`src/rtl/hazard3_break_seq_pkg.sv`:
```
// Shared hazard3 debug definitions: sequencer state encodings, dcsr cause
// codes, cause-selection payload and the debug/trap CSR addresses.
package hazard3_break_seq_pkg;

  localparam int unsigned W_STATE = 3;
  localparam int unsigned W_CAUSE = 3;
  localparam int unsigned W_CSR   = 12;

  // Break sequencer states
  typedef enum logic [W_STATE-1:0] {
    ST_IDLE   = 3'd0,
    ST_M_REQ  = 3'd1,
    ST_D_REQ  = 3'd2,
    ST_HALTED = 3'd3,
    ST_RESUME = 3'd4
  } break_state_e;

  // dcsr.cause encodings
  localparam logic [W_CAUSE-1:0] CAUSE_NONE    = 3'd0;
  localparam logic [W_CAUSE-1:0] CAUSE_EBREAK  = 3'd1;
  localparam logic [W_CAUSE-1:0] CAUSE_TRIGGER = 3'd2;
  localparam logic [W_CAUSE-1:0] CAUSE_HALTREQ = 3'd3;
  localparam logic [W_CAUSE-1:0] CAUSE_STEP    = 3'd4;

  // CSR addresses touched by the debug/trap path
  localparam logic [W_CSR-1:0] CSR_MEPC    = 12'h341;
  localparam logic [W_CSR-1:0] CSR_TSELECT = 12'h7a0;
  localparam logic [W_CSR-1:0] CSR_TDATA1  = 12'h7a1;
  localparam logic [W_CSR-1:0] CSR_TDATA2  = 12'h7a2;
  localparam logic [W_CSR-1:0] CSR_DCSR    = 12'h7b0;
  localparam logic [W_CSR-1:0] CSR_DPC     = 12'h7b1;

  // Result of the cause priority encoder
  typedef struct packed {
    logic               valid;   // some cause selected
    logic               to_m;    // M-mode breakpoint trap rather than debug entry
    logic [W_CAUSE-1:0] cause;   // dcsr.cause for debug entry
  } break_sel_t;

endpackage

```
`src/rtl/hazard3_break_seq.sv`:
```
// Breakpoint / debug-entry sequencer: picks the highest-priority break cause
// at the X boundary, kills the instruction, and runs the M-trap or debug-entry
// handshake through halt and resume, including single-step re-entry.
module hazard3_break_seq
  import hazard3_break_seq_pkg::*;
#(
  parameter int unsigned W_ADDR = 32
) (
  input  logic              clk,
  input  logic              rst,
  input  logic              x_valid,
  input  logic              x_stall,
  input  logic [W_ADDR-1:0] x_pc,
  input  logic              x_retire,
  input  logic              break_any,
  input  logic              break_d_mode,
  input  logic              x_ebreak,
  input  logic              ebreakm,
  input  logic              dbg_halt_req,
  input  logic              dbg_resume_req,
  input  logic              dbg_step,
  output logic              m_trap_req,
  input  logic              m_trap_ack,
  output logic              d_entry_req,
  input  logic              d_entry_ack,
  output logic [2:0]        d_cause,
  output logic [W_ADDR-1:0] d_pc,
  output logic              x_kill,
  output logic              d_mode,
  output logic              resumed
);

  // Cause priority: trigger-D, trigger-M, ebreak, haltreq, step.
  // Trigger matches are masked while the post-resume skip is pending.
  function automatic break_sel_t sel_cause(
    input logic trig_en,
    input logic brk_any,
    input logic brk_d,
    input logic ebrk,
    input logic ebrk_m,
    input logic haltreq,
    input logic armed
  );
    break_sel_t s;
    s = '0;
    if (trig_en && brk_any && brk_d) begin
      s.valid = 1'b1;
      s.cause = CAUSE_TRIGGER;
    end else if (trig_en && brk_any) begin
      s.valid = 1'b1;
      s.to_m  = 1'b1;
    end else if (ebrk && ebrk_m) begin
      s.valid = 1'b1;
      s.cause = CAUSE_EBREAK;
    end else if (haltreq) begin
      s.valid = 1'b1;
      s.cause = CAUSE_HALTREQ;
    end else if (armed) begin
      s.valid = 1'b1;
      s.cause = CAUSE_STEP;
    end
    return s;
  endfunction

  break_state_e       state_q, state_d;
  logic               m_trap_req_q, m_trap_req_d;
  logic               d_entry_req_q, d_entry_req_d;
  logic [2:0]         d_cause_q, d_cause_d;
  logic [W_ADDR-1:0]  d_pc_q, d_pc_d;
  logic               d_mode_q, d_mode_d;
  logic               resumed_q, resumed_d;
  logic               skip_once_q, skip_once_d;
  logic               step_pending_q, step_pending_d;
  logic               step_armed_q, step_armed_d;

  logic               x_fire;
  logic               in_idle;
  break_sel_t         sel;
  logic               take_break;

  // Cause selection for the instruction currently at X
  always_comb begin
    x_fire     = x_valid && !x_stall;
    in_idle    = (state_q == ST_IDLE);
    sel        = sel_cause(!skip_once_q, break_any, break_d_mode, x_ebreak,
                           ebreakm, dbg_halt_req, step_armed_q);
    take_break = in_idle && x_fire && sel.valid;
  end

  // State register and registered outputs/flags, synchronous reset
  always_ff @(posedge clk) begin
    if (rst) begin
      state_q        <= ST_IDLE;
      m_trap_req_q   <= 1'b0;
      d_entry_req_q  <= 1'b0;
      d_cause_q      <= CAUSE_NONE;
      d_pc_q         <= '0;
      d_mode_q       <= 1'b0;
      resumed_q      <= 1'b0;
      skip_once_q    <= 1'b0;
      step_pending_q <= 1'b0;
      step_armed_q   <= 1'b0;
    end else begin
      state_q        <= state_d;
      m_trap_req_q   <= m_trap_req_d;
      d_entry_req_q  <= d_entry_req_d;
      d_cause_q      <= d_cause_d;
      d_pc_q         <= d_pc_d;
      d_mode_q       <= d_mode_d;
      resumed_q      <= resumed_d;
      skip_once_q    <= skip_once_d;
      step_pending_q <= step_pending_d;
      step_armed_q   <= step_armed_d;
    end
  end

  // Next-state logic
  always_comb begin
    state_d = state_q;
    case (state_q)
      ST_IDLE:   if (take_break) state_d = sel.to_m ? ST_M_REQ : ST_D_REQ;
      ST_M_REQ:  if (m_trap_ack) state_d = ST_IDLE;
      ST_D_REQ:  if (d_entry_ack) state_d = ST_HALTED;
      ST_HALTED: if (dbg_resume_req) state_d = ST_RESUME;
      ST_RESUME: state_d = ST_IDLE;
      default:   state_d = ST_IDLE;
    endcase
  end

  // Output logic: combinational kill plus next values of registered outputs
  always_comb begin
    x_kill         = take_break;
    m_trap_req_d   = (state_d == ST_M_REQ);
    d_entry_req_d  = (state_d == ST_D_REQ);
    d_mode_d       = (state_d == ST_HALTED) || (state_d == ST_RESUME);
    resumed_d      = (state_d == ST_RESUME);
    d_pc_d         = d_pc_q;
    d_cause_d      = d_cause_q;
    skip_once_d    = skip_once_q;
    step_pending_d = step_pending_q;
    step_armed_d   = step_armed_q;

    // Capture dpc/mepc and, for debug entry, the dcsr cause
    if (take_break) begin
      d_pc_d = x_pc;
      if (!sel.to_m) d_cause_d = sel.cause;
    end

    // Resume arms the trigger skip and optionally a pending single step
    if (state_q == ST_RESUME) begin
      skip_once_d    = 1'b1;
      step_pending_d = dbg_step;
    end else if (in_idle && x_retire) begin
      skip_once_d = 1'b0;
      if (step_pending_q) begin
        step_pending_d = 1'b0;
        step_armed_d   = 1'b1;
      end
    end

    // Any break entry consumes the step
    if ((state_d == ST_M_REQ) || (state_d == ST_D_REQ)) step_armed_d = 1'b0;
  end

  assign m_trap_req  = m_trap_req_q;
  assign d_entry_req = d_entry_req_q;
  assign d_cause     = d_cause_q;
  assign d_pc        = d_pc_q;
  assign d_mode      = d_mode_q;
  assign resumed     = resumed_q;

endmodule

```
`config.mk`:
```
export PLATFORM = sky130hd
export DESIGN_NAME = hazard3_break_seq
export DESIGN_NICKNAME = d
export VERILOG_FILES = /design/src/rtl/hazard3_break_seq_pkg.sv /design/src/rtl/hazard3_break_seq.sv
export SDC_FILE = /design/constraint.sdc
export NUM_CORES = 1
export LEC_CHECK = 0
export BUFFER_PORTS_ARGS = -buffer_cell sky130_fd_sc_hd__buf_2
export CAP_MARGIN = 5
export CORE_ASPECT_RATIO = 1.1
export CORE_MARGIN = 10
export CORE_UTILIZATION = 44
export CTS_CLUSTER_DIAMETER = 80
export DETAILED_ROUTE_END_ITERATION = 10
export PLACE_DENSITY = 0.82
export SKIP_LAST_GASP = 1
export SLEW_MARGIN = 20
export SYNTH_ARGS = -nofsm -noshare
export SYNTH_HDL_FRONTEND = slang
export SYNTH_SLANG_ARGS = --single-unit
```
`constraint.sdc`:
```
create_clock -name clk -period 1.82 [get_ports clk]
set_clock_uncertainty 0.15 [all_clocks]
set_input_delay 0 -clock clk [delete_from_list [all_inputs] [get_ports clk]]
set_output_delay 0 -clock clk [all_outputs]
set_load 0.01 [all_outputs]
```
==> impl_metrics.csv, run 1 <==
group,metric,value,unit
clocking,insertion_delay,0.29,ns
critical_path,cp.depth,8,
placed_design,placed_area,0.00215,mm2
timing,rsz0062_at_grt,"yes",
synthesis,synth_top_area_share,53.6,%
floorplanning,core-area,0.00365,mm2
synthesis,synth-simple-area-share,23.0,%
clocking,cts_tree,"done",
routing,viasPerCell,4.80,
critical_path,cp.arrival,1.83,ns
synthesis,synthArstFlopShare,0,%
floorplanning,io_pins,86,
routing,drc,0,
critical_path,max_stage_delay,0.53,ns
timing,hold_viol_final,0,
timing,min_period,1.78,ns
cells_and_area,layout_common_cells,"buf_2 (85), nand2_1 (70), dfxtp_1 (45), dlygate4sd3_1 (42), a21oi_1 (34)",
critical_path,critPathKind,"in -> reg",
power,power.ir.vdd_worst,0.591,mV
power,p_leak,0.00124,uW
synthesis,synth_area_per_cell,8.32,um2
placed_design,place_congestion,0.814,
critical_path,path_max_fanout,4,
synthesis,ys_ff_latch,45,
critical_path,ff2ff_path_depth,3,
floorplanning,die-area,0.00670,mm2
global_routing,grt_pass1_vias,1852,
cells_and_area,drive_gt1_share,32.4,%
synthesis,netlist_area,0.00168,mm2
synthesis,seq_area_frac_synth,53.6,%
timing,relSlewSlack,75.9,%
critical_path,path_cells,"dlygate4sd3_1 > buf_2 > a21o_1 > nand2b_1 > o21ai_2 > inv_2 > a32o_2 > a2111oi_4",
cells_and_area,diodes,0,
synthesis,synth_mux_area_share,0,%
synthesis,synth_area_leader_cell,"dfxtp_1",
global_routing,grt_overflow,0,
clocking,post_cts_buffers,0,
routing,first_pass_iters,4,
cells_and_area,fin_area,0.00270,mm2
timing,tns,0,ns
clocking,clkSinkCount,45,
global_routing,grt_pass1_wl,8870,um
worst_hold_path,hp-class,"in -> reg",
timing,holdWs,0.0700,ns
timing,setup_ws,0.0360,ns
synthesis,synth_edf_count,0,
cells_and_area,regArea,901,um2
cells_and_area,postLayoutCoreUtil,73.7,%
critical_path,startpoint_type,"primary input",
timing,setup_viol,0,
run_status,status,"finished, final reports clean",
synthesis,synth_top_family_by_area,"simple AND/OR/NAND/NOR gates",
timing,max_freq,561,MHz
routing,wl_per_cell,14.7,um
routing,num_vias,1823,
timing,tightest_slew,0.356,ns
routing,ant_nets,0,
worst_hold_path,hold_depth,6,
clocking,clock-root-buffer,"clkbuf_8",
clocking,clk_pin_slew,0.08,ns
cells_and_area,synthToLayoutAreaGrowth,60.3,%
synthesis,syn_inst,202,
synthesis,synth_nets,248,
synthesis,ys_warn_count,0,
critical_path,cpMaxStageDelayCell,"dlygate4sd3_1",
cells_and_area,fillCellCount,273,
synthesis,synthFlopType,"dfxtp_1",
synthesis,yosysUniqueCellTypes,32,
job,drv_cap,0,
cells_and_area,layout_commonest_cell,"buf_2",
synthesis,synthAdderAreaFrac,0,%
global_routing,antenna_found_initial,0,
clocking,h-tree-depth,2,
synthesis,synth-xor-area-share,0,%
critical_path,worstSetupEndpointType,"flip-flop",
cells_and_area,finalNetCount,375,
cells_and_area,multi_input_area,717,um2
critical_path,rrSetupSlack,0.08,ns
synthesis,synth_compound_area_share,18.2,%
clocking,numCtsBuffers,5,
placed_design,dpl.hpwl,3460,um
critical_path,path_delay_family,"compound AO/OA/AOI/OAI gates",
global_routing,grt_max_degree,38,
routing,drtIter0Drc,88,
timing,fin_crit_sh,98.0,%
floorplanning,die-width,78.9,um
critical_path,critPathBufInv,3,
global_routing,track_usage,16.3,%
placed_design,port_buffers,85,
placed_design,place_ws,0.106,ns
floorplanning,start_util,46.0,%
clocking,clk_path_buf_depth,2,
routing,drt_wl_total,5600,um
floorplanning,rows,23,
power,power_density,759,mW/mm2
floorplanning,die_h,84.8,um
timing,drv_slew,0,
critical_path,required,1.86,ns
synthesis,ys_top_cells_by_area,"dfxtp_1 (54%), nand2_1 (16%), a21oi_1 (10%), buf_4 (1.8%), clkbuf_1 (1.6%)",
## metal layers
layer	share of wire [%]	global-route usage (%)	vias to the layer above
met1	40	16.4	819
met3	6.0	4.75	11
met2	51	29.5	70
met5	0	0	-
li1	-	-	923
met4	3.0	8.48	0
## worst paths after layout
check | start | to
hold reg to reg | d_pc[21] | d_pc[21]
setup / recovery | x_ebreak | step_armed_q
hold / removal | x_stall | d_cause[2]
setup reg to reg | state_q[0] | resumed
## repair_timing
action,in CTS,in global routing
resized for setup,0,3
hold endpoints to repair,42,0
hold buffers,42,0
endpoints found under the setup margin,0,3
## worst reg2reg max path, cell delays in order, from the launching register on
cell	delay, ns
dfxtp_1	0.43
nand2_1	0.14
nor4b_1	0.34
dlygate4sd3_1	0.63
## flip-flops by register name (all words and copies together) (netlist names)
register,cells
d_pc,32
d_cause,3
state_q,3
d_entry_req,1
d_mode,1
m_trap_req,1
resumed,1
skip_once_q,1
step_armed_q,1
step_pending_q,1
## stage by stage
step	instances	total power (uW)
after floorplan	202	1230
after global placement	330	1350
after detailed placement	330	1350
after CTS	380	2060
after global routing	380	2150
final	380	2050
## Yosys cell counts, types with 2 or more instances
library cell,count
nor4b_1,2
a21oi_1,34
dfxtp_1,45
buf_4,4
nor2_1,7
a32oi_1,2
nor3_1,2
nor2b_1,3
nand2b_1,3
inv_1,3
clkbuf_1,7
nand2_1,70
## layout make-up
cell class,instances,share of cell area (%)
timing repair buffer,133,33.5
sequential,45,33.4
multi-input combinational,140,26.6
clock buffer,6,3.06
tap,50,2.32
inverter,4,0.557
clock inverter,2,0.511
## report_power, final
group,switching (uW),total (uW),internal [uW],leakage (uW)
sequential,22.1,1050,1030,0.000366
combinational,179,361,182,0.000823
clock,329,636,308,0.0000512
total,529,2050,1520,0.00124
## kinds of logic after synthesis
family	Yosys count
buf+inv	17
compound gates	49
simple gates	91
flops	45
(Power assumes the default switching activity.)
==> inputs of run 2 (changes only) <==
- CELL_PAD_IN_SITES_DETAIL_PLACEMENT: unset -> 2
- CELL_PAD_IN_SITES_GLOBAL_PLACEMENT: unset -> 2
- CORE_UTILIZATION: 44 -> 24
- PLACE_DENSITY: 0.82 -> 0.83
==> impl_metrics.csv, run 2 (synthesis gave the netlist of run 1 again) <==
group,metric,value,unit
global_routing,grt_max_degree,33,
critical_path,max_stage_delay,0.33,ns
clocking,clk_pin_slew,0.09,ns
cells_and_area,layout_commonest_cell,"buf_2",
global_routing,grt_util_met3,3.53,%
critical_path,startpoint_type,"flip-flop",
timing,relSlewSlack,67.3,%
floorplanning,rows,31,
global_routing,antenna_found_initial,0,
power,internal_power,1660,uW
critical_path,critPathBufInv,3,
timing,holdWs,0.0480,ns
cells_and_area,regArea,902,um2
timing,min_period,1.72,ns
floorplanning,die_h,108,um
timing,fin_crit_sh,94.6,%
cells_and_area,diodes,0,
clocking,cts_tree,"done",
critical_path,critPathKind,"reg -> out",
clocking,clkSinkCount,45,
global_routing,grt_util_met1,12.7,%
power,totalPowerFinal,2210,uW
timing,setup_viol,0,
routing,drtIter0Drc,18,
power,clockPowerShare,35.9,%
global_routing,track_usage,12.2,%
job,drv_cap,0,
power,power.ir.vdd_worst,0.301,mV
cells_and_area,synthToLayoutAreaGrowth,62.8,%
timing,hold_viol_final,0,
power,power.switching,551,uW
routing,ant_nets,0,
global_routing,grt_pass1_vias,2131,
global_routing,grt_pass1_wl,10700,um
cells_and_area,fillCellCount,766,
critical_path,path_delay_family,"buffers and inverters",
routing,drc,0,
cells_and_area,largest_reg_flops,32,
cells_and_area,layout_common_cells,"buf_2 (85), nand2_1 (70), dfxtp_1 (44), dlygate4sd3_1 (40), a21oi_1 (34)",
routing,num_vias,1884,
cells_and_area,finalNetCount,377,
routing,first_pass_iters,4,
routing,wl_per_cell,16.1,um
clocking,insertion_delay,0.29,ns
critical_path,cp.arrival,1.57,ns
power,power_density,806,mW/mm2
placed_design,dpl.hpwl,4600,um
clocking,numCtsBuffers,5,
critical_path,cpMaxStageDelayCell,"dfxtp_1",
cells_and_area,drive_gt1_share,33.4,%
routing,viasPerCell,4.55,
power,power_frac_seq,47.5,%
critical_path,path_max_fanout,14,
clocking,clock-root-buffer,"clkbuf_8",
power,combPwrFrac,16.6,%
timing,drv_slew,0,
placed_design,port_buffers,85,
floorplanning,die-width,99.8,um
floorplanning,core-area,0.00671,mm2
clocking,clk_path_buf_depth,2,
routing,drt_wl_total,6690,um
floorplanning,die-area,0.0108,mm2
global_routing,grt_use_met2,23.5,%
global_routing,grt_busiest_layer,"met2",
power,p_leak,0.00126,uW
cells_and_area,multi_input_area,693,um2
placed_design,place_ws,0.0471,ns
run_status,status,"finished, final reports clean",
timing,setup_ws,0.0978,ns
global_routing,grt_overflow,0,
timing,max_freq,581,MHz
floorplanning,io_pins,86,
floorplanning,start_util,25.1,%
timing,tightest_slew,0.484,ns
clocking,h-tree-depth,2,
placed_design,place_congestion,0.792,
critical_path,required,1.67,ns
critical_path,path_cells,"nor3_2 > and2_4 > o21ai_2 > inv_2 > buf_6 > buf_2",
worst_hold_path,hp-class,"in -> reg",
power,p_sw_share,25.0,%
critical_path,worstSetupEndpointType,"primary output",
run 2: worst min-delay path: stages:
cell and delay (ns):
buf_2 0.08, nor2b_1 0.04, and2_4 0.16, nand2_1 0.06
a2bb2oi_1 0.05, nor2_1 0.07
run 2: layout make-up:
class,instances,share of cell area (%)
clock buffer,6,3.02
clock inverter,2,1.37
inverter,4,0.548
multi-input combinational,140,25.3
sequential,45,33.0
tap,82,3.75
timing repair buffer,135,33.0
run 2: per-layer routing:
layer / vias up / share of wire [%]
li1: 925 / -
met1: 901 / 40
met2: 54 / 54
met3: 4 / 4.9
met4: 0 / 0.70
met5: - / 0
run 2: timing repair:
item | in CTS | in global routing
resized for setup | 1 | 1
setup buffers | 0 | 2
hold endpoints to repair | 42 | 0
hold buffers | 40 | 0
endpoints found under the setup margin | 1 | 3
pin swaps | 0 | 2
run 2: final timing paths:
| check | start | to | slack (ns) | cells past startpoint |
|---|---|---|---|---|
| worst min-delay path | x_stall | d_cause[2] | 0.05 | 6 |
| worst min register to register | d_pc[1] | d_pc[1] | 0.31 | 2 |
| worst max-delay path | state_q[2] | x_kill | 0.1 | 6 |
| worst max register to register | skip_once_q | step_armed_q | 0.12 | 6 |
run 2: per-stage QoR:
stage          setup TNS (ns)  area, um2  std cells  utilization, %
3_5_place_dp                0       2200        364            32.7
5_1_grt              -0.00139       2740        414            40.8
4_1_cts                     0       2720        412            40.6
6_report                    0       2740        414            40.8
3_3_place_gp                0       2200        364            32.7
2_1_floorplan               0       1680        202               -
run 2: power groups by stage:
| stage | Combinational, uW | Sequential (uW) | Clock [uW] |
|---|---|---|---|
| after floorplan | 134 | 1090 | 0 |
| after global placement | 286 | 1070 | 0 |
| after detailed placement | 296 | 1070 | 0 |
| after CTS | 363 | 1050 | 832 |
| after global routing | 407 | 1060 | 885 |
| final | 366 | 1050 | 792 |
==> inputs of run 3 (changes only) <==
--- a/config.mk
+++ b/config.mk
@@ -7,3 +7,3 @@
 export LEC_CHECK = 0
-export BUFFER_PORTS_ARGS = -buffer_cell sky130_fd_sc_hd__buf_2
+export BUFFER_PORTS_ARGS = -buffer_cell sky130_fd_sc_hd__buf_4
 export CAP_MARGIN = 5
--- a/constraint.sdc
+++ b/constraint.sdc
@@ -4,2 +4,2 @@
 set_output_delay 0 -clock clk [all_outputs]
-set_load 0.01 [all_outputs]
+set_load 0.005 [all_outputs]
==> impl_metrics.csv, run 3 (synthesis gave the netlist of run 1 again) <==
group,metric,value,unit
routing,viasPerCell,4.56,
timing,drv_slew,0,
timing,hold_viol_final,0,
critical_path,cp.arrival,1.49,ns
cells_and_area,postLayoutCoreUtil,43.4,%
timing,tightest_slew,0.458,ns
timing,tns,0,ns
run_status,status,"finished, final reports clean",
power,p_leak,0.00127,uW
cells_and_area,finalNetCount,372,
worst_hold_path,hp-start,"x_stall",
cells_and_area,largest_reg_flops,32,
floorplanning,die_h,108,um
floorplanning,core-area,0.00671,mm2
clocking,clk_path_buf_depth,2,
global_routing,grt_overflow,0,
cells_and_area,layout_common_cells,"buf_4 (90), nand2_1 (70), dfxtp_1 (44), dlygate4sd3_1 (39), a21oi_1 (34)",
critical_path,ff2ff_path_depth,8,
cells_and_area,diodes,0,
floorplanning,die-area,0.0108,mm2
clocking,insertion_delay,0.29,ns
critical_path,path_max_fanout,20,
global_routing,grt_pass1_wl,11100,um
routing,drc,0,
floorplanning,start_util,25.1,%
placed_design,place_ws,0.0561,ns
critical_path,rrSetupSlack,0.20,ns
timing,relSlewSlack,69.5,%
power,power.ir.vdd_worst,0.303,mV
routing,wl_per_cell,16.8,um
floorplanning,die-width,99.8,um
clocking,clk_pin_slew,0.09,ns
job,drv_cap,0,
placed_design,place_congestion,0.773,
critical_path,required,1.67,ns
cells_and_area,drive_gt1_share,33.3,%
clocking,clkSinkCount,45,
timing,min_period,1.64,ns
routing,ant_nets,0,
global_routing,antenna_found_initial,0,
floorplanning,io_pins,86,
cells_and_area,layout_commonest_cell,"buf_4",
global_routing,track_usage,12.7,%
critical_path,worstSetupEndpointType,"primary output",
power,power_density,732,mW/mm2
placed_design,dpl.hpwl,4480,um
placed_design,port_buffers,85,
timing,fin_crit_sh,90.2,%
routing,num_vias,1866,
critical_path,critPathKind,"reg -> out",
routing,drtIter0Drc,27,
routing,drt_wl_total,6870,um
power,totalPowerFinal,2130,uW
worst_hold_path,hold_depth,6,
timing,setup_ws,0.179,ns
routing,first_pass_iters,4,
worst_hold_path,min_to,"d_cause[2]",
timing,max_freq,609,MHz
worst_hold_path,hp-class,"in -> reg",
global_routing,grt_pass1_vias,2060,
critical_path,reg2reg_to,"d_cause[0]",
timing,holdWs,0.0347,ns
critical_path,r2r-start,"state_q[0]",
critical_path,startpoint_type,"flip-flop",
global_routing,grt_max_degree,44,
cells_and_area,synthToLayoutAreaGrowth,73.3,%
floorplanning,rows,31,
clocking,h-tree-depth,2,
timing,setup_viol,0,
clocking,clock-root-buffer,"clkbuf_8",
clocking,post_cts_buffers,0,
clocking,numCtsBuffers,5,
clocking,cts_tree,"done",
timing,rsz0062_at_grt,"no",
==> run 3: worst max-delay path by stage <==
stage	startpoint	to	slack, ns	cells past startpoint
3_3_place_gp	skip_once_q	step_armed_q	0.15	7
3_5_place_dp	skip_once_q	step_armed_q	0.06	7
6_report	state_q[0]	x_kill	0.18	6
2_1_floorplan	state_q[2]	step_armed_q	0.18	8
5_1_grt	skip_once_q	d_pc[13]	0.03	6
4_1_cts	skip_once_q	step_armed_q	0.04	7
==> run 3: timing repair <==
item,in CTS,in global routing
hold buffers,39,0
setup endpoints to repair,0,22
gates resized for setup,0,4
hold endpoints to repair,39,0
==> run 3: worst max-delay path: stages (launching register included) <==
cell and delay, ns:
dfxtp_2 0.37, nor3_4 0.19, and2_4 0.20, o21ai_2 0.07
inv_2 0.09, buf_12 0.16, buf_4 0.12
==> run 3: metrics by stage <==
stage	instance area, um2	cells
floorplan	1680	202
CTS	2900	409
finish	2910	409
global route	2910	409
global placement	2410	362
detailed placement	2410	362
==> run 3: cell type report <==
class                           instances  area, um2
Inverter                                4       15.0
Tap cell                               82        103
Timing Repair Buffer                  130       1090
Multi-Input combinational cell        140        707
Fill cell                             749       3800
Clock buffer                            7       96.3
Sequential cell                        45        902
Clock inverter                          1       5.00
==> run 3: power breakdown <==
group,switching [uW],internal [uW]
logic,173,226
clock network,338,344
registers,25.0,1030
==> run 3: metal layers <==
| layer | GRT usage (%) | wire [um] |
|---|---|---|
| met2 | 23.5 | 3730 |
| met1 | 13.4 | 2650 |
| met3 | 4.62 | 464 |
| met5 | 0 | 0 |
| met4 | 2.77 | 27 |
